### src/rtl/dma_pkg.sv
// Shared definitions for the DMA engines: state encoding, status layout and timer constant.
package dma_pkg;

    typedef enum logic [1:0] {
        S_WAIT   = 2'd0,
        S_ENABLE = 2'd1,
        S_DRAIN  = 2'd2
    } dma_state_e;

    localparam int STATUS_STATE_LSB = 30;
    localparam int STATUS_IRQ_BIT   = 29;
    localparam int STATUS_CNT_W     = 29;

    localparam logic [31:0] TIMER_IMMEDIATE = 32'hFFFF_FFFF;

endpackage

### src/rtl/fwft_sc_fifo.sv
// Single-clock first-word-fall-through FIFO with an almost-full flag on free space.
module fwft_sc_fifo #(
    parameter int WIDTH       = 32,
    parameter int DEPTH       = 32,
    parameter int ALMOST_FULL = 4
) (
    input  logic             i_clk,
    input  logic             i_rst,
    input  logic             i_wrEn,
    input  logic [WIDTH-1:0] i_wrData,
    input  logic             i_rdEn,
    output logic [WIDTH-1:0] o_rdData,
    output logic             o_rdDataVld,
    output logic             o_afull
);

    localparam int AW = $clog2(DEPTH);
    localparam logic [AW:0] FULL_CNT  = (AW+1)'(DEPTH);
    localparam logic [AW:0] AFULL_CNT = (AW+1)'(ALMOST_FULL);

    logic [WIDTH-1:0] r_mem [DEPTH];
    logic [AW-1:0]    r_wrPtr;
    logic [AW-1:0]    r_rdPtr;
    logic [AW:0]      r_count;
    logic             w_full;
    logic             w_push;
    logic             w_pop;

    assign w_full      = (r_count == FULL_CNT);
    assign w_push      = i_wrEn && !w_full;
    assign w_pop       = i_rdEn && o_rdDataVld;
    assign o_rdDataVld = (r_count != '0);
    assign o_rdData    = r_mem[r_rdPtr];
    assign o_afull     = ((FULL_CNT - r_count) <= AFULL_CNT);

    always_ff @(posedge i_clk or posedge i_rst) begin
        if (i_rst) begin
            r_wrPtr <= '0;
            r_rdPtr <= '0;
            r_count <= '0;
        end else begin
            if (w_push) r_wrPtr <= r_wrPtr + 1'b1;
            if (w_pop)  r_rdPtr <= r_rdPtr + 1'b1;
            case ({w_push, w_pop})
                2'b10:   r_count <= r_count + 1'b1;
                2'b01:   r_count <= r_count - 1'b1;
                default: r_count <= r_count;
            endcase
        end
    end

    always_ff @(posedge i_clk) begin
        if (w_push) r_mem[r_wrPtr] <= i_wrData;
    end

    // The producer's almost-full margin must make this unreachable.
    always_ff @(posedge i_clk) begin
        if (!i_rst) assert (!(i_wrEn && w_full));
    end

endmodule

### src/rtl/dma_in.sv
// Inbound DMA: absorbs a descriptor-sized stream into a FIFO and writes it to consecutive addresses.
// Optional early termination on t1_last is enabled by defining DMA_IN_LAST_TERM_EN.
module dma_in
    import dma_pkg::*;
#(
    parameter int DEPTH       = 32,
    parameter int WIDTH       = 32,
    parameter int ALMOST_FULL = 4
) (
    input  logic             clk,
    input  logic             srst_n,
    input  logic             config_valid,
    output logic             config_ready,
    input  logic [31:0]      config_payload_startAddr,
    input  logic [31:0]      config_payload_length,
    input  logic [31:0]      config_payload_timerInit,
    input  logic             config_payload_reverse,
    input  logic [31:0]      ctimer,
    input  logic             dmaReset,
    output logic [31:0]      status,
    output logic             strobe_complete,
    output logic             interrupt,
    input  logic             interrupt_clear,
    input  logic [WIDTH-1:0] t1_data,
    input  logic             t1_last,
    input  logic             t1_valid,
    output logic             t1_ready,
    output logic [31:0]      o0_addr,
    output logic [WIDTH-1:0] o0_data,
    output logic             o0_valid,
    input  logic             o0_ready
);

    dma_state_e  r_state;
    dma_state_e  w_stateNext;
    logic [31:0] r_addr;
    logic [31:0] r_len;
    logic [31:0] r_accCnt;
    logic [31:0] r_wrCnt;
    logic        r_reverse;
    logic        r_afull;
    logic        r_interrupt;
    logic        r_strobe;

    logic [31:0]      w_accNext;
    logic [31:0]      w_wrNext;
    logic             w_timerHit;
    logic             w_start;
    logic             w_push;
    logic             w_pop;
    logic             w_done;
    logic             w_termShort;
    logic             w_fifoRst;
    logic             w_fifoVld;
    logic             w_fifoAfull;
    logic [WIDTH-1:0] w_fifoData;
    logic             w_unusedBits;

    assign w_fifoRst = !srst_n || dmaReset;

    fwft_sc_fifo #(
        .WIDTH       (WIDTH),
        .DEPTH       (DEPTH),
        .ALMOST_FULL (ALMOST_FULL)
    ) u_fifo (
        .i_clk       (clk),
        .i_rst       (w_fifoRst),
        .i_wrEn      (w_push),
        .i_wrData    (t1_data),
        .i_rdEn      (w_pop),
        .o_rdData    (w_fifoData),
        .o_rdDataVld (w_fifoVld),
        .o_afull     (w_fifoAfull)
    );

    always_comb begin
        w_stateNext  = r_state;
        config_ready = 1'b0;
        t1_ready     = 1'b0;
        w_start      = 1'b0;
        w_done       = 1'b0;
        w_termShort  = 1'b0;
        w_accNext    = r_accCnt + 32'd1;
        w_wrNext     = r_wrCnt + 32'd1;
        w_timerHit   = (ctimer == config_payload_timerInit) ||
                       (config_payload_timerInit == TIMER_IMMEDIATE);
        o0_valid     = w_fifoVld && (r_state != S_WAIT) && !dmaReset;
        w_pop        = o0_valid && o0_ready;

        case (r_state)
            S_WAIT: begin
                if (!dmaReset && config_valid) begin
                    if (config_payload_length == '0) begin
                        config_ready = 1'b1;
                    end else if (w_timerHit) begin
                        w_start     = 1'b1;
                        w_stateNext = S_ENABLE;
                    end
                end
            end
            S_ENABLE: begin
                if (dmaReset) begin
                    config_ready = 1'b1;
                    w_stateNext  = S_WAIT;
                end else begin
                    t1_ready = !r_afull && (r_accCnt < r_len);
                    if (t1_valid && t1_ready) begin
                        if (w_accNext == r_len) begin
                            w_stateNext = S_DRAIN;
`ifdef DMA_IN_LAST_TERM_EN
                        end else if (t1_last) begin
                            w_termShort = 1'b1;
                            w_stateNext = S_DRAIN;
`endif
                        end
                    end
                end
            end
            S_DRAIN: begin
                if (dmaReset) begin
                    config_ready = 1'b1;
                    w_stateNext  = S_WAIT;
                end else if (w_pop && (w_wrNext == r_len)) begin
                    config_ready = 1'b1;
                    w_done       = 1'b1;
                    w_stateNext  = S_WAIT;
                end
            end
            default: w_stateNext = S_WAIT;
        endcase
    end

    assign w_push = t1_valid && t1_ready;

    // Almost-full is sampled on pushes so the flag lags by one beat; the threshold absorbs that beat.
    always_ff @(posedge clk or negedge srst_n) begin
        if (!srst_n) begin
            r_state     <= S_WAIT;
            r_addr      <= '0;
            r_len       <= '0;
            r_accCnt    <= '0;
            r_wrCnt     <= '0;
            r_reverse   <= 1'b0;
            r_afull     <= 1'b0;
            r_interrupt <= 1'b0;
            r_strobe    <= 1'b0;
        end else begin
            r_state  <= w_stateNext;
            r_strobe <= w_done;
            if (w_done) begin
                r_interrupt <= 1'b1;
            end else if (interrupt_clear) begin
                r_interrupt <= 1'b0;
            end
            if (w_start) begin
                r_addr    <= config_payload_startAddr;
                r_len     <= config_payload_length;
                r_reverse <= config_payload_reverse;
                r_accCnt  <= '0;
                r_wrCnt   <= '0;
            end else begin
                if (w_push)      r_accCnt <= w_accNext;
                if (w_termShort) r_len    <= w_accNext;
                if (w_pop) begin
                    r_wrCnt <= w_wrNext;
                    r_addr  <= r_reverse ? (r_addr - 32'd1) : (r_addr + 32'd1);
                end
            end
            if (dmaReset) begin
                r_afull <= 1'b0;
            end else if (w_push || !w_fifoAfull) begin
                r_afull <= w_fifoAfull;
            end
        end
    end

`ifdef DMA_IN_LAST_TERM_EN
    assign w_unusedBits = ^r_wrCnt[31:STATUS_CNT_W];
`else
    assign w_unusedBits = ^{r_wrCnt[31:STATUS_CNT_W], t1_last};
`endif

    assign status          = {r_state, r_interrupt, r_wrCnt[STATUS_CNT_W-1:0]};
    assign strobe_complete = r_strobe;
    assign interrupt       = r_interrupt;
    assign o0_addr         = r_addr;
    assign o0_data         = w_fifoData;

endmodule

### config.mk
export PLATFORM = sky130hd
export DESIGN_NAME = dma_in
export DESIGN_NICKNAME = d
export VERILOG_FILES = /design/src/rtl/dma_pkg.sv /design/src/rtl/fwft_sc_fifo.sv /design/src/rtl/dma_in.sv
export SDC_FILE = /design/constraint.sdc
export NUM_CORES = 1
export LEC_CHECK = 0
export BUFFER_PORTS_ARGS = -buffer_cell sky130_fd_sc_hd__buf_2
export CELL_PAD_IN_SITES_DETAIL_PLACEMENT = 1
export CELL_PAD_IN_SITES_GLOBAL_PLACEMENT = 1
export CORE_MARGIN = 2
export CORE_UTILIZATION = 39
export CTS_BUF_LIST = sky130_fd_sc_hd__clkbuf_16
export CTS_CLUSTER_DIAMETER = 150
export DETAILED_ROUTE_END_ITERATION = 16
export PLACE_DENSITY = 0.59
export SYNTH_ARGS = -nofsm -noshare
export SYNTH_HDL_FRONTEND = slang
export SYNTH_SLANG_ARGS = --single-unit
### constraint.sdc
create_clock -name clk -period 6.5 [get_ports clk]
set_clock_uncertainty 0.15 [all_clocks]
set_input_delay 1.3 -clock clk [delete_from_list [all_inputs] [get_ports clk]]
set_output_delay 1.3 -clock clk [all_outputs]
set_load 0.1 [all_outputs]
[Word-level counts from Yosys, hierarchy flattened]
Memory sizes are Yosys's and may differ from the RTL's.
Cells that the tools add are included.
Word-level totals
  logic and storage cells: 104
  memories kept: 1
  register bits: 150
  output and inout bits: 101
  memory bits (writable): 1024
Operators by class
  $add $sub $neg: 9
  eq/ne operators: 15
  multiplexer cells: 37
  reduce and logical (&&, ||, !) cells: 28
  $lt $le $gt $ge: 2
Memories
  u_fifo.r_mem: depth 32, bits a word 32, rd ports 1, clocked after memory_dff 0, write ports 1, RTL line fwft_sc_fifo.sv:21  | logic [WIDTH-1:0] r_mem [DEPTH];
Operator list (number)
  $mux 32: 7
  $add 32x1->32 const B: 3
  $eq 32x32->1: 3
  $eq 32x32->1 const B: 1
  $logic_not 32->1: 1
  $lt 32x32->1: 1
  $sub 32x1->32 const B: 1
  $mux 1: 19
  $mux 2: 8
  $pmux 6 s2: 1
  $reduce_bool 2->1: 6
  $add 5x1->5 const B: 2
  $logic_and 1x1->1: 10
  $ne 3x3->1 const B: 3
  $add 6x1->6 const B: 1
  $eq 6x6->1 const B: 1
  $le 6x3->1 const B: 1
  $ne 2x2->1 const B: 3
  $pmux 2 s3: 1
  $reduce_and 6->1: 1
  $reduce_bool 6->1: 1
  $sub 6x1->6 const B: 1
  $sub 6x6->6 const A: 1
  $logic_not 1->1: 5
  other kinds (5): 9

[Longest topological paths before layout]
  word-level depth: 9
  mapped depth: 20

[Modules after synthesis]
A second synthesis with hierarchy kept.
Unflattened totals
  cells, all modules: 3158
  area, all modules: 51150.3 um2
By module, submodules not included
  fwft_sc_fifo: cells an instance 1813, area each 39902.0 um2, seq. area each 31149.9 um2, instances 1
  dma_in: cells an instance 1345, area each 11248.3 um2, seq. area each 3353.2 um2, instances 1

[Worst setup path after synthesis]
No wires, ideal clock.
  path type: input to output
  start point: in dmaReset
  end point: out config_ready
  data required time: 5.050 ns
  buffers on the path: 0
  slack: -1.352 ns
  cell stages on the path: 9
  arrival: 6.402 ns
  cells stage by stage: a311oi_1 -> nand2_1 -> a21oi_1 -> nand4_1 -> nor4_2 -> nand4_1 -> or3_1 -> or4b_4 -> nand2_1
On the way
  cells in the longest elaborated chain, start to end: 7
  elaborated cells between the ends (all ways): 10
  classes of those cells: mux (5); reduce/logical (5)
Ends and longest elaborated chain
  start, declared: RTL line dma_in.sv:19  | input logic dmaReset,
  $logic_not 1->1: RTL line dma_in.sv:87, dma_in.sv:92
  $logic_and 1x1->1: RTL line dma_in.sv:87  | o0_valid = w_fifoVld && (r_state != S_WAIT) && !dmaReset;
  $logic_and 1x1->1: RTL line dma_in.sv:88  | w_pop = o0_valid && o0_ready;
  $logic_and 1x1->1: RTL line dma_in.sv:123  | end else if (w_pop && (w_wrNext == r_len)) begin
  $mux 1: RTL line dma_in.sv:123
  $mux 1: RTL line dma_in.sv:120  | if (dmaReset) begin
  $pmux 1 s3 (*): RTL line dma_in.sv:90  | case (r_state)
  end, declared: RTL line dma_in.sv:13  | output logic config_ready,
Mark *: on every way between the ends. The rest lies on a longest branch, timed or not.

[Final worst setup path]
  start point: reg r_wrCnt[7]
  end point: out config_ready
On the way
  cells in the longest elaborated chain, start to end: 6
Ends and longest elaborated chain
  start, declared: RTL line dma_in.sv:39  | logic [31:0] r_wrCnt;
  start signal, assigned: RTL line dma_in.sv:165  | r_wrCnt <= w_wrNext;
  $add 32x1->32: RTL line dma_in.sv:84  | w_wrNext = r_wrCnt + 32'd1;
  $eq 32x32->1: RTL line dma_in.sv:123
  $logic_and 1x1->1: RTL line dma_in.sv:123
  $mux 1: RTL line dma_in.sv:123
  $mux 1: RTL line dma_in.sv:120
  $pmux 1 s3: RTL line dma_in.sv:90
Every way passes these cells.

==> run summary <==
hpwl dp: 82,300 um
pin count of the biggest net entering global routing: 68
# port buffers: 268
Cell Area, Synth: 0.0506 mm^2
Starting Density: 39.2%
max-slew violation count: 0
async set-reset flop share out of synthesis: 12.8%
crit-path max FO: 10
Die ar.: 0.133 mm^2
GPL Wtd Cong: 0.887
Sink Count: 1,174
Max Fclk: 0.162 GHz
Setup Total Neg Slack: 0 ns
Inserted Diodes: 0
top cells by area, synth: edfxtp_1, mux4_2, dfrtp_1
synthesized net count: 3,176
maximum vdd drop: 0.246 mV
top-count cell post-synth: edfxtp_1
DRT Pass-1 Iters: 8
DRC: 0
FF-to-FF Start: r_len[22]
clock root buffer master: clkbuf_16
Final Hold Viols: 0
fillers: 12,400
WL final: 136,000 um
die span in y: 364 um
row count: 132
Worst setup SP type: flop
Crit path arrival time: 4.72 ns
footprint of the multi-input gates: 0.0154 mm^2
Rel. slew slack: 22.5%
top-level port count: 270
synth-to-layout area growth: 16.2%
status: complete, no violations
Avg Cell Area, Syn: 17.3 um^2
R2R cell count: 20
final count of negative-setup-slack endpoints: 0
clk slew on worst S/H paths: 0.06 ns
Post-Place Worst Slack: 0.859 ns
Ys Warns: 0
worst slew pin tran: 1.15 ns
sequential-to-total area share from yosys stat: 68.2%
total track usage: 20.6%
Final min period: 6.17 ns
Synth Instances: 2,931
Synth area leader: edfxtp_1
core box area: 0.129 mm^2
fin crit share: 95.0%
area share of the largest cell type after synthesis: 60.8%
via count: 28,400
Setup crit end kind: output pin
H-tree depth: 4
WP data required: 5.05 ns
first-pass GRT wire length: 202,000 um
CTS buffer count: 131
Die W: 364 um
reg-to-reg endpoint: u_fifo.r_count[5]
final net count: 3,490
Post-synth EDFFs: 1,024
Hold Crit Class: in2async
Most used DFF post-synth: edfxtp_1
R2R Setup Slk: 1.38 ns
gr ovfl total: 0
TritonCTS clock tree: done
Via density: 5.59
WL/cell: 26.7 um
unrepaired setup endpoints after global routing: no
clk buf depth: 3
Post-synth top cells: edfxtp_1, mux4_2, nand2_1, o21ai_0, dfrtp_1
DRT iter0 DRCs: 2,210
Netlist cell types: 71
clk_lat worst skew: 0.76 ns
critical path class: reg2out
initial antenna violation count: 7
antenna-violating nets left: 0
Synth Register Bits: 1,174
layout cells sized above 1: 28.3%
vias in the first global route: 30,700
final worst slack: 0.327 ns
Seq. cell area: 0.0345 mm^2
Pleak: 0.0197 uW
max cap viols: 0
pwr/cell area: 291 mW/mm^2
[power by group]
part	internal (uW)	switching [uW]	leakage (uW)
clock	4050	3060	0.00214
sequential	8230	74.7	0.0110
combinational	646	1020	0.00653
total	12900	4150	0.0197
[worst max-delay path, stage by stage, from the launching register on]
cell,delay (ns)
dfrtp_1,0.54
nand4_4,0.26
nor4_4,0.53
nor4b_4,0.36
xnor2_1,0.14
or4_1,0.49
nor4_2,0.20
nand4_1,0.13
or3_1,0.34
or4b_4,0.58
nand2_1,0.09
clkbuf_4,0.32
[per-layer routing]
layer	wire (um)	global-route usage, %
met5	69	0
met4	3660	6.30
met3	6950	3.76
met2	69100	35.4
met1	56200	26.7
[flip-flops by register name, indices dropped and copies added, names as in the netlist]
| register | count |
|---|---|
| r_accCnt | 32 |
| u_fifo.r_rdPtr | 5 |
| interrupt | 1 |
| r_afull | 1 |
| u_fifo.r_wrPtr | 5 |
| r_wrCnt | 32 |
| strobe_complete | 1 |
| r_reverse | 1 |
| u_fifo.r_count | 6 |
| r_state | 2 |
| u_fifo.r_mem | 1024 |
| o0_addr | 32 |
| r_len | 32 |
[area by class of cell]
| class | instances | share of cell area [%] |
|---|---|---|
| Clock inverter | 94 | 1.23 |
| Clock buffer | 136 | 5.79 |
| Tap cell | 1742 | 3.71 |
| Inverter | 62 | 0.396 |
| Timing Repair Buffer | 356 | 3.99 |
| Multi-Input combinational cell | 1520 | 26.2 |
| Sequential cell | 1174 | 58.7 |
[cell usage in the layout (no fill, tap or decap), drive strengths merged, types with 12 or more instances in the layout]
master / count
nand2: 155
o21ai: 156
mux4: 320
xor2: 63
nor4: 35
a31oi: 12
ha: 74
o41ai: 14
xnor2: 98
o22ai: 14
buf: 355
or3: 15
edfxtp: 1024
clkbuf: 137
o31ai: 35
clkinv: 44
nand3: 37
nor2b: 19
a21oi: 85
inv: 104
and3: 14
a21o: 25
nor2: 111
dfrtp: 150
nand4: 51
nor3: 37
mux2: 32
[cell families (layout without fill, tap and decap cells)]
kind of cell	after synthesis	in the layout	synth area share (%)
DFF	1174	1174	68.2
and+or+nand+nor	522	522	5.21
AOI/OAI and AO/OA	404	404	4.87
muxes	357	357	15.1
buffers and inverters	237	648	2.00
xor gates and xnor gates	161	161	2.79
adders and majority gates	76	76	1.91
[through the flow]
step	hold slack, ns	power, uW	utilization [%]	cell area, um^2	instances
5_1_grt	0.322	17700	45.5	58800	5084
3_3_place_gp	0.340	10100	42.3	54600	4852
2_1_floorplan	0.318	9660	-	50600	2931
6_report	0.341	17100	45.5	58800	5084
3_5_place_dp	0.345	10200	42.3	54600	4852
4_1_cts	0.304	17300	45.5	58800	5082
[how the worst max path moves through the flow]
stage / end / slack [ns] / from / cells past startpoint
finish: config_ready / 0.33 / r_wrCnt[7] / 11
global route: config_ready / 0.03 / r_wrCnt[1] / 12
CTS: config_ready / 0.01 / r_wrCnt[0] / 13
detailed placement: config_ready / 0.86 / r_wrCnt[0] / 13
global placement: config_ready / 0.91 / r_wrCnt[7] / 11
floorplan: config_ready / 0.39 / dmaReset / 9
[timing repair]
action                                  in CTS  in global routing
hold buffers                                 0                  0
endpoints found under the setup margin       0                  1
buffers inserted                             0                  2
resized for setup                            0                  5
No activity file was read; power rests on OpenSTA's default activity.
